`config.mk`:
```
export PLATFORM = sky130hd
export DESIGN_NAME = sap_datapath
export DESIGN_NICKNAME = d
export VERILOG_FILES = /design/src/rtl/sap_pkg.sv /design/src/rtl/sap_ram.sv /design/src/rtl/sap_datapath.sv
export SDC_FILE = /design/constraint.sdc
export NUM_CORES = 1
export LEC_CHECK = 0
export BUFFER_PORTS_ARGS = -buffer_cell sky130_fd_sc_hd__buf_2
export CAP_MARGIN = 20
export CORE_ASPECT_RATIO = 0.8
export CORE_MARGIN = 5
export CORE_UTILIZATION = 45
export CTS_BUF_LIST = sky130_fd_sc_hd__clkbuf_2
export DETAILED_ROUTE_END_ITERATION = 12
export GPL_TIMING_DRIVEN = 0
export MAX_ROUTING_LAYER = met4
export PLACE_DENSITY = 0.71
export SYNTH_ARGS = -nofsm -noshare
export SYNTH_HDL_FRONTEND = slang
export SYNTH_HIERARCHICAL = 1
export SYNTH_SLANG_ARGS = --single-unit
```
`constraint.sdc`:
```
create_clock -name clk -period 3.2 [get_ports clk]
set_input_delay 0.16 -clock clk [delete_from_list [all_inputs] [get_ports clk]]
set_output_delay 0.16 -clock clk [all_outputs]
set_load 0.05 [all_outputs]
```
`src/rtl/sap_pkg.sv`:
```
// sap_pkg -- shared constants for the SAP-1 datapath and its controller.
//   SIG_*     : bit positions inside the 12-bit control word
//   OP_*      : instruction opcodes (ir[7:4])
//   PROG_INIT : RAM image used when the program port is not built
//               (macro SAP_PROG_PORT_EN undefined)
package sap_pkg;

  localparam int DATA_W    = 8;
  localparam int ADDR_W    = 4;
  localparam int CTRL_W    = 12;
  localparam int RAM_DEPTH = 1 << ADDR_W;

  localparam int SIG_HLT       = 11;
  localparam int SIG_PC_INC    = 10;
  localparam int SIG_PC_EN     = 9;
  localparam int SIG_MEM_LOAD  = 8;
  localparam int SIG_MEM_EN    = 7;
  localparam int SIG_IR_LOAD   = 6;
  localparam int SIG_IR_EN     = 5;
  localparam int SIG_A_LOAD    = 4;
  localparam int SIG_A_EN      = 3;
  localparam int SIG_B_LOAD    = 2;
  localparam int SIG_ADDER_SUB = 1;
  localparam int SIG_ADDER_EN  = 0;

  typedef enum logic [3:0] {
    OP_LDA = 4'h0,
    OP_ADD = 4'h1,
    OP_SUB = 4'h2,
    OP_HLT = 4'hF
  } opcode_e;

  // Word 0 is an ADD 0xE instruction; the rest are operands handy for bring-up.
  localparam logic [DATA_W-1:0] PROG_INIT [RAM_DEPTH] = '{
    8'h1E, 8'h2F, 8'h55, 8'h05, 8'hFF, 8'h01, 8'h02, 8'h03,
    8'h44, 8'h9C, 8'h00, 8'h00, 8'h00, 8'h00, 8'h03, 8'hF0
  };

endpackage

```
`src/rtl/sap_ram.sv`:
```
// sap_ram -- 16x8 program/data RAM, asynchronous read.
//   clk     : write clock (rising edge)
//   raddr_i : read address (from MAR)
//   rdata_o : read data, combinational
//   we_i/waddr_i/wdata_i : write port, only with SAP_PROG_PORT_EN defined;
//   otherwise the RAM is a ROM holding PROG_INIT.
module sap_ram
  import sap_pkg::*;
(
  input  logic       clk,
`ifdef SAP_PROG_PORT_EN
  input  logic       we_i,
  input  logic [3:0] waddr_i,
  input  logic [7:0] wdata_i,
`endif
  input  logic [3:0] raddr_i,
  output logic [7:0] rdata_o
);

`ifdef SAP_PROG_PORT_EN
  // No reset: contents survive rst_n.
  logic [DATA_W-1:0] mem_q [RAM_DEPTH];

  always_ff @(posedge clk) begin
    if (we_i) mem_q[waddr_i] <= wdata_i;
  end

  assign rdata_o = mem_q[raddr_i];
`else
  logic unused_clk;
  assign unused_clk = clk;
  assign rdata_o    = PROG_INIT[raddr_i];
`endif

endmodule

```
`src/rtl/sap_datapath.sv`:
```
// sap_datapath -- SAP-1 datapath: PC, MAR, IR, A, B, adder/subtractor,
// shared 8-bit bus and RAM. Driven by an external controller via ctrl.
//   clk, rst_n : clock (rising edge), async active-low reset
//   ctrl       : 12-bit control word (bit map in sap_pkg SIG_*)
//   opcode     : ir[7:4] to the controller
//   out_a      : accumulator A
//   bus        : current bus value; bus_err flags multiple drivers
//   halted     : sticky halt, cleared only by reset
//   carry,zero : ALU flags, captured on ADDER_EN & A_LOAD
// Optional macro SAP_PROG_PORT_EN adds prog_we/prog_addr/prog_data for RAM
// loading while halted or in reset.
module sap_datapath
  import sap_pkg::*;
(
  input  logic        clk,
  input  logic        rst_n,
  input  logic [11:0] ctrl,
`ifdef SAP_PROG_PORT_EN
  input  logic        prog_we,
  input  logic [3:0]  prog_addr,
  input  logic [7:0]  prog_data,
`endif
  output logic [3:0]  opcode,
  output logic [7:0]  out_a,
  output logic [7:0]  bus,
  output logic        bus_err,
  output logic        halted,
  output logic        carry,
  output logic        zero
);

  logic [3:0] pc_q, mar_q;
  logic [7:0] ir_q, a_q, b_q;
  logic       carry_q, zero_q, halted_q;
  logic [7:0] ram_rdata, bus_val, b_op;
  logic [8:0] alu_sum;
  logic [4:0] drv;

  sap_ram u_ram (
    .clk     (clk),
`ifdef SAP_PROG_PORT_EN
    .we_i    (prog_we & (halted_q | ~rst_n)),
    .waddr_i (prog_addr),
    .wdata_i (prog_data),
`endif
    .raddr_i (mar_q),
    .rdata_o (ram_rdata)
  );

  // Subtract as a + ~b + 1; bit 8 is the carry out.
  assign b_op    = ctrl[SIG_ADDER_SUB] ? ~b_q : b_q;
  assign alu_sum = {1'b0, a_q} + {1'b0, b_op} + {8'h00, ctrl[SIG_ADDER_SUB]};

  assign drv = {ctrl[SIG_ADDER_EN], ctrl[SIG_A_EN], ctrl[SIG_IR_EN],
                ctrl[SIG_MEM_EN], ctrl[SIG_PC_EN]};

  always_comb begin
    bus_val = 8'h00;
    if      (ctrl[SIG_ADDER_EN]) bus_val = alu_sum[7:0];
    else if (ctrl[SIG_A_EN])     bus_val = a_q;
    else if (ctrl[SIG_IR_EN])    bus_val = {4'h0, ir_q[3:0]};
    else if (ctrl[SIG_MEM_EN])   bus_val = ram_rdata;
    else if (ctrl[SIG_PC_EN])    bus_val = {4'h0, pc_q};
  end

  // More than one bit set <=> clearing the lowest set bit leaves something.
  assign bus_err = |(drv & (drv - 5'd1));

  always_ff @(posedge clk or negedge rst_n) begin
    if (!rst_n) begin
      pc_q     <= '0;
      mar_q    <= '0;
      ir_q     <= '0;
      a_q      <= '0;
      b_q      <= '0;
      carry_q  <= 1'b0;
      zero_q   <= 1'b0;
      halted_q <= 1'b0;
    end else begin
      if (ctrl[SIG_HLT]) halted_q <= 1'b1;
      if (!halted_q) begin
        if (ctrl[SIG_PC_INC])   pc_q  <= pc_q + 4'd1;
        if (ctrl[SIG_MEM_LOAD]) mar_q <= bus_val[3:0];
        if (ctrl[SIG_IR_LOAD])  ir_q  <= bus_val;
        if (ctrl[SIG_A_LOAD])   a_q   <= bus_val;
        if (ctrl[SIG_B_LOAD])   b_q   <= bus_val;
        if (ctrl[SIG_ADDER_EN] && ctrl[SIG_A_LOAD]) begin
          carry_q <= alu_sum[8];
          zero_q  <= (alu_sum[7:0] == 8'h00);
        end
      end
    end
  end

  assign opcode = ir_q[7:4];
  assign out_a  = a_q;
  assign bus    = bus_val;
  assign halted = halted_q;
  assign carry  = carry_q;
  assign zero   = zero_q;

endmodule

```
## Word-level counts from Yosys, hierarchy flattened

Memories as Yosys holds them, arrays and structs flattened.
Cells that the tools add are included.

| operators by class | value |
|---|---|
| mux-type cells | 8 |
| order comparisons | 1 |
| $add $sub $neg | 4 |
| bitwise gates (word level) | 4 |
| reductions and logical operators | 9 |

Operators with widths:

| operator | count |
|---|---|
| $mux 8 | 7 |
| $reduce_and 2->1 | 6 |
| $add 8x8->9 | 1 |
| $add 9x1->9 | 1 |
| $logic_not 8->1 | 1 |
| $not 8->8 | 1 |
| $and 5x5->5 | 1 |
| $ge 5x5->1 const B | 1 |
| $not 4->5 | 1 |
| $reduce_or 5->1 | 1 |
| $sub 5x1->5 const B | 1 |
| $add 4x1->4 const B | 1 |
| $mux 4 | 1 |
| $logic_and 1x1->1 | 1 |
| $not 1->1 | 1 |

| word-level totals | value |
|---|---|
| register bits | 35 |
| word-level logic and storage cells | 35 |
| bits of input ports | 14 |
| memories kept | 1 |
| ROM bits | 128 |
| output and inout bits | 24 |

Memory list:

| memory | depth | width | rd ports | clocked after Yosys merged registers in | wr ports | RTL line | RTL |
|---|---|---|---|---|---|---|---|
| (no name shown) | 16 | 8 | 1 | 0 | 0 | sap_ram.sv:32 | `assign rdata_o = PROG_INIT[raddr_i];` |

## Logic depth before layout (Yosys ltp)

| logic depth | value |
|---|---|
| depth in word-level cells | 8 |
| gate-level depth with buffers | 9 |
| gate-level depth less buffers | 8 |

## Cells and area by module

The synthesis kept the hierarchy.

By module, submodules not included:

| module | times used | area each (µm²) | seq. area each (µm²) | cells an instance |
|---|---|---|---|---|
| sap_datapath | 1 | 2,132.0 | 875.8 | 233 |
| sap_ram | 1 | 230.2 | 0.0 | 33 |

## Worst setup path after synthesis

No wires, ideal clock.

| timing path | value |
|---|---|
| path type | register to output |
| from | register a_q[0], in the netlist out_a[0] |
| to | output port bus[6] |
| slack | 401 ps |
| data arrival time | 2,639 ps |
| buffers on the path | 0 |
| stages on the path, launching flop included | 8 |
| data required time | 3,040 ps |
| cells stage by stage | dfrtp_1 -> mux2i_2 -> fa_1 -> nand3b_1 -> a2111oi_0 -> a211oi_1 -> mux2_2 -> inv_1 |

| between the ends | value |
|---|---|
| longest elaborated chain between the ends | 3 |

RTL lines:

| element | RTL line | RTL |
|---|---|---|
| start, declared | sap_datapath.sv:33 | `logic [7:0] ir_q, a_q, b_q;` |
| start signal, assigned | sap_datapath.sv:85 | `if (ctrl[SIG_A_LOAD]) a_q <= bus_val;` |
| $add 8x8->9 | sap_datapath.sv:52 | `assign alu_sum = {1'b0, a_q} + {1'b0, b_op} + {8'h00, ctrl[SIG_ADDER_SUB]};` |
| $add 9x1->9 | sap_datapath.sv:52 |  |
| $mux 8 | sap_datapath.sv:59 | `if (ctrl[SIG_ADDER_EN]) bus_val = alu_sum[7:0];` |
| end, declared | sap_datapath.sv:25 | `output logic [7:0] bus,` |

No other way between the ends.

## Worst setup path after layout

| timing path | value |
|---|---|
| from | register b_q[1] |
| to | output port bus[6] |

| between the ends | value |
|---|---|
| longest elaborated chain between the ends | 5 |

RTL lines:

| element | RTL line | RTL |
|---|---|---|
| start, declared | sap_datapath.sv:33 |  |
| start signal, assigned | sap_datapath.sv:86 | `if (ctrl[SIG_B_LOAD]) b_q <= bus_val;` |
| $not 8->8 | sap_datapath.sv:51 | `assign b_op = ctrl[SIG_ADDER_SUB] ? ~b_q : b_q;` |
| $mux 8 * | sap_datapath.sv:51 |  |
| $add 8x8->9 * | sap_datapath.sv:52 |  |
| $add 9x1->9 * | sap_datapath.sv:52 |  |
| $mux 8 * | sap_datapath.sv:59 |  |

Every way passes the cells marked *; elsewhere a longest branch is shown, timed or not.

==> metrics.csv <==
metric,value,unit
Slew Limit Headroom,0.4932,
dpl cell area,2610,um2
Layout Nets,335,
Ports,38,
CTS tree,built,
"Worst Setup Slack, final",0.1984,ns
first-pass GRT wire length,9915,um
fmax,0.3332,GHz
Port Buf Inserts,34,
met3 WL,386,um
worst-path cell chain,xor2_2 -> inv_1 -> fa_2 -> nand3b_1 -> a2111oi_4 -> a211oi_1 -> mux2_4 -> inv_1 -> buf_6,
CTS H-tree depth,2,
RSZ-0062 raised after global routing,no,
Synth area leader,dfrtp_1,
"Seq/Total Area, Yosys",0.3708,
Final Skew,0.01392,ns
CP max-delay cell,dfrtp_1,
worst-case clock buffer depth,2,
WS Path Type,flop to output pin,
Final Hold Slack,0.1812,ns
top_reg_cell synth,dfrtp_1,
gr usage total,0.1906,
Seq cells post-synth,35,
max_cap viols,0,
die span in y,74.81,um
pwr dens,649.4,nW/um2
"Arr. time, crit path",2.84,ns
most frequent CP cell,inv_1,
Congestion Overflow GR,0,
layout cells sized above 1,0.2122,
first drt pass iteration count,4,
ranking of synthesized cells by area,"dfrtp_1, nand2_1, ha_1",
CP Launch Type,flop,
vias in the first global route,2003,
cts bufs inserted,5,
"top cells by count, synth","dfrtp_1, nand2_1, o21ai_0",
final worst-path cycle share,0.9380,
final hold viol count,0,
DRC Markers,0,
Hold Crit Class,input pin to flop,
Routed Antenna Nets,0,
CTS Sinks,35,
worst hold stages,4,
clk slew on worst S/H paths,0.16,ns
DP Wirelength,4587,um
pre-CTS WS,0.3601,ns
die extent in x,91.01,um
outcome,finished clean,
DRT met1 WL,2909,um
hold worst-path end,out_a[2],
post-synth top area share,0.3708,
Initial Util,0.4691,
post-DR vias/cell,5.710,
Synth Warn #,6,
LEAKAGE,0.001322,uW
routability congestion estimate,0.8680,
initial antenna violation count,0,
top-count cell post-synth,dfrtp_1,
Gate Count Post-Synth,266,
Die Area,6808,um2
"Distinct cells, synth",55,
post-synthesis net count,291,
critical path data required time,3.04,ns
hold_sp,ctrl[4],
Total Routed Length,5936,um
Worst Reg2Reg Path Length in Cells,8,
Max Transition Viols Final,0,
CP Capture Type,output pin,
Area Overhead vs Synth,14.99,%
Clock Latency Late Sink,0.37,ns
RR Endpoint,zero,
core area,5036,um2
syn_area_per_cell,8.881,um2
CP max FO,4,
flop2flop setup slack,0.62,ns
Post-synth EDFFs,0,
highest routed layer,met4,
Peak supply drop,0.0005007,V
final core occ,0.5394,
ANT cells,0,
wire per inst,15.91,um
met2 routed WL,2544,um
FF-to-FF Start,b_q[1],
critical path's largest stage delay,0.45,ns
Post-synth ARST share,1.000,
largest net degree at the start of global routing,36,
setup TNS,0,ns
CTS root buf,clkbuf_2,
"Design Area, Final",2716,um2
routed vias,2130,
Initial DRC Count,142,
final setup violation count,0,
crit path time final,3.002,ns
Worst-Margin Slew,0.7602,ns
row cnt,23,
post-synthesis cell area,2362,um2
## state kept, by name, summed over array words and instances (netlist names)
name and cells:
carry 1, pc_q 4, b_q 8, mar_q 4, out_a 8, halted 1, ir_q 8, zero 1
## area by class of cell
| type | count | area [um2] |
|---|---|---|
| flip-flops and latches | 35 | 875.8 |
| clock buffers | 7 | 35.03 |
| plain buffers | 16 | 107.6 |
| inverters | 16 | 60.06 |
| well taps | 62 | 77.57 |
| repair buffers | 37 | 203.9 |
| clock inverters | 1 | 5.005 |
| fillers | 486 | 2320 |
| multi-input cells | 199 | 1351 |
## layout by cell type (no fill, tap or decap), drive strengths merged, types with 6 or more instances in the layout
master  instances
o21ai          29
xor2           11
inv            16
o22ai           6
clkbuf         13
a21oi          15
nand2          34
nor2b           7
a211oi          7
nand2b          7
ha             10
dfrtp          35
buf            45
nor2           11
## worst max path at each step
stage	startpoint	endpoint	slack [ns]	depth (start not counted)
after floorplan	out_a[0]	bus[6]	0.40	7
after global placement	b_q[1]	bus[6]	0.39	9
after detailed placement	b_q[1]	bus[6]	0.36	9
after CTS	b_q[1]	bus[6]	0.08	9
after global routing	b_q[4]	bus[7]	0.06	8
final	b_q[1]	bus[6]	0.20	9
## metal layers
| layer | global-route usage | vias to the layer above |
|---|---|---|
| li1 | - | 1030 |
| met5 | - | - |
| met1 | 0.2622 | 1020 |
| met3 | 0.04496 | 12 |
| met4 | 0.05863 | 0 |
| met2 | 0.2808 | 68 |
## logic make-up (layout without fill, tap and decap cells)
group	count (synthesis)	count (layout)	synth area share
compound gates	77	77	0.2050
mux	6	6	0.02807
fa+ha+maj	12	12	0.06568
xor+xnor	16	16	0.05932
simple gates	88	88	0.2002
buf+inv	32	77	0.07097
flops	35	35	0.3708
## worst max-delay path, delay by kind of cell, from the launching register on
kind / cells / cell delay [ns]
AOI/OAI and AO/OA: 2 / 0.54
DFF: 1 / 0.45
adders and majority gates: 1 / 0.39
buffers and inverters: 3 / 0.32
muxes: 1 / 0.31
and+or+nand+nor: 1 / 0.25
xor gates and xnor gates: 1 / 0.21
## power breakdown
group          leakage, uW  total [uW]  internal [uW]  switching, uW
Combinational     0.000838         986            327            659
Sequential        0.000451         579            507           72.3
Clock            0.0000330         199           59.8            140
Total              0.00132        1760            893            871
## timing repair
item / in CTS / in global routing
buffers inserted: 0 / 1
pin swaps: 0 / 2
gates resized for setup: 2 / 7
endpoints found under the hold margin: 36 / 0
setup endpoints to repair: 1 / 2
hold buffers: 2 / 0
## metrics by stage
stage	total power (uW)	std cells
after floorplan	1288	266
after global placement	1503	362
after detailed placement	1522	362
after CTS	1731	372
after global routing	1894	373
final	1764	373
Power figures use the tool's default switching activity.
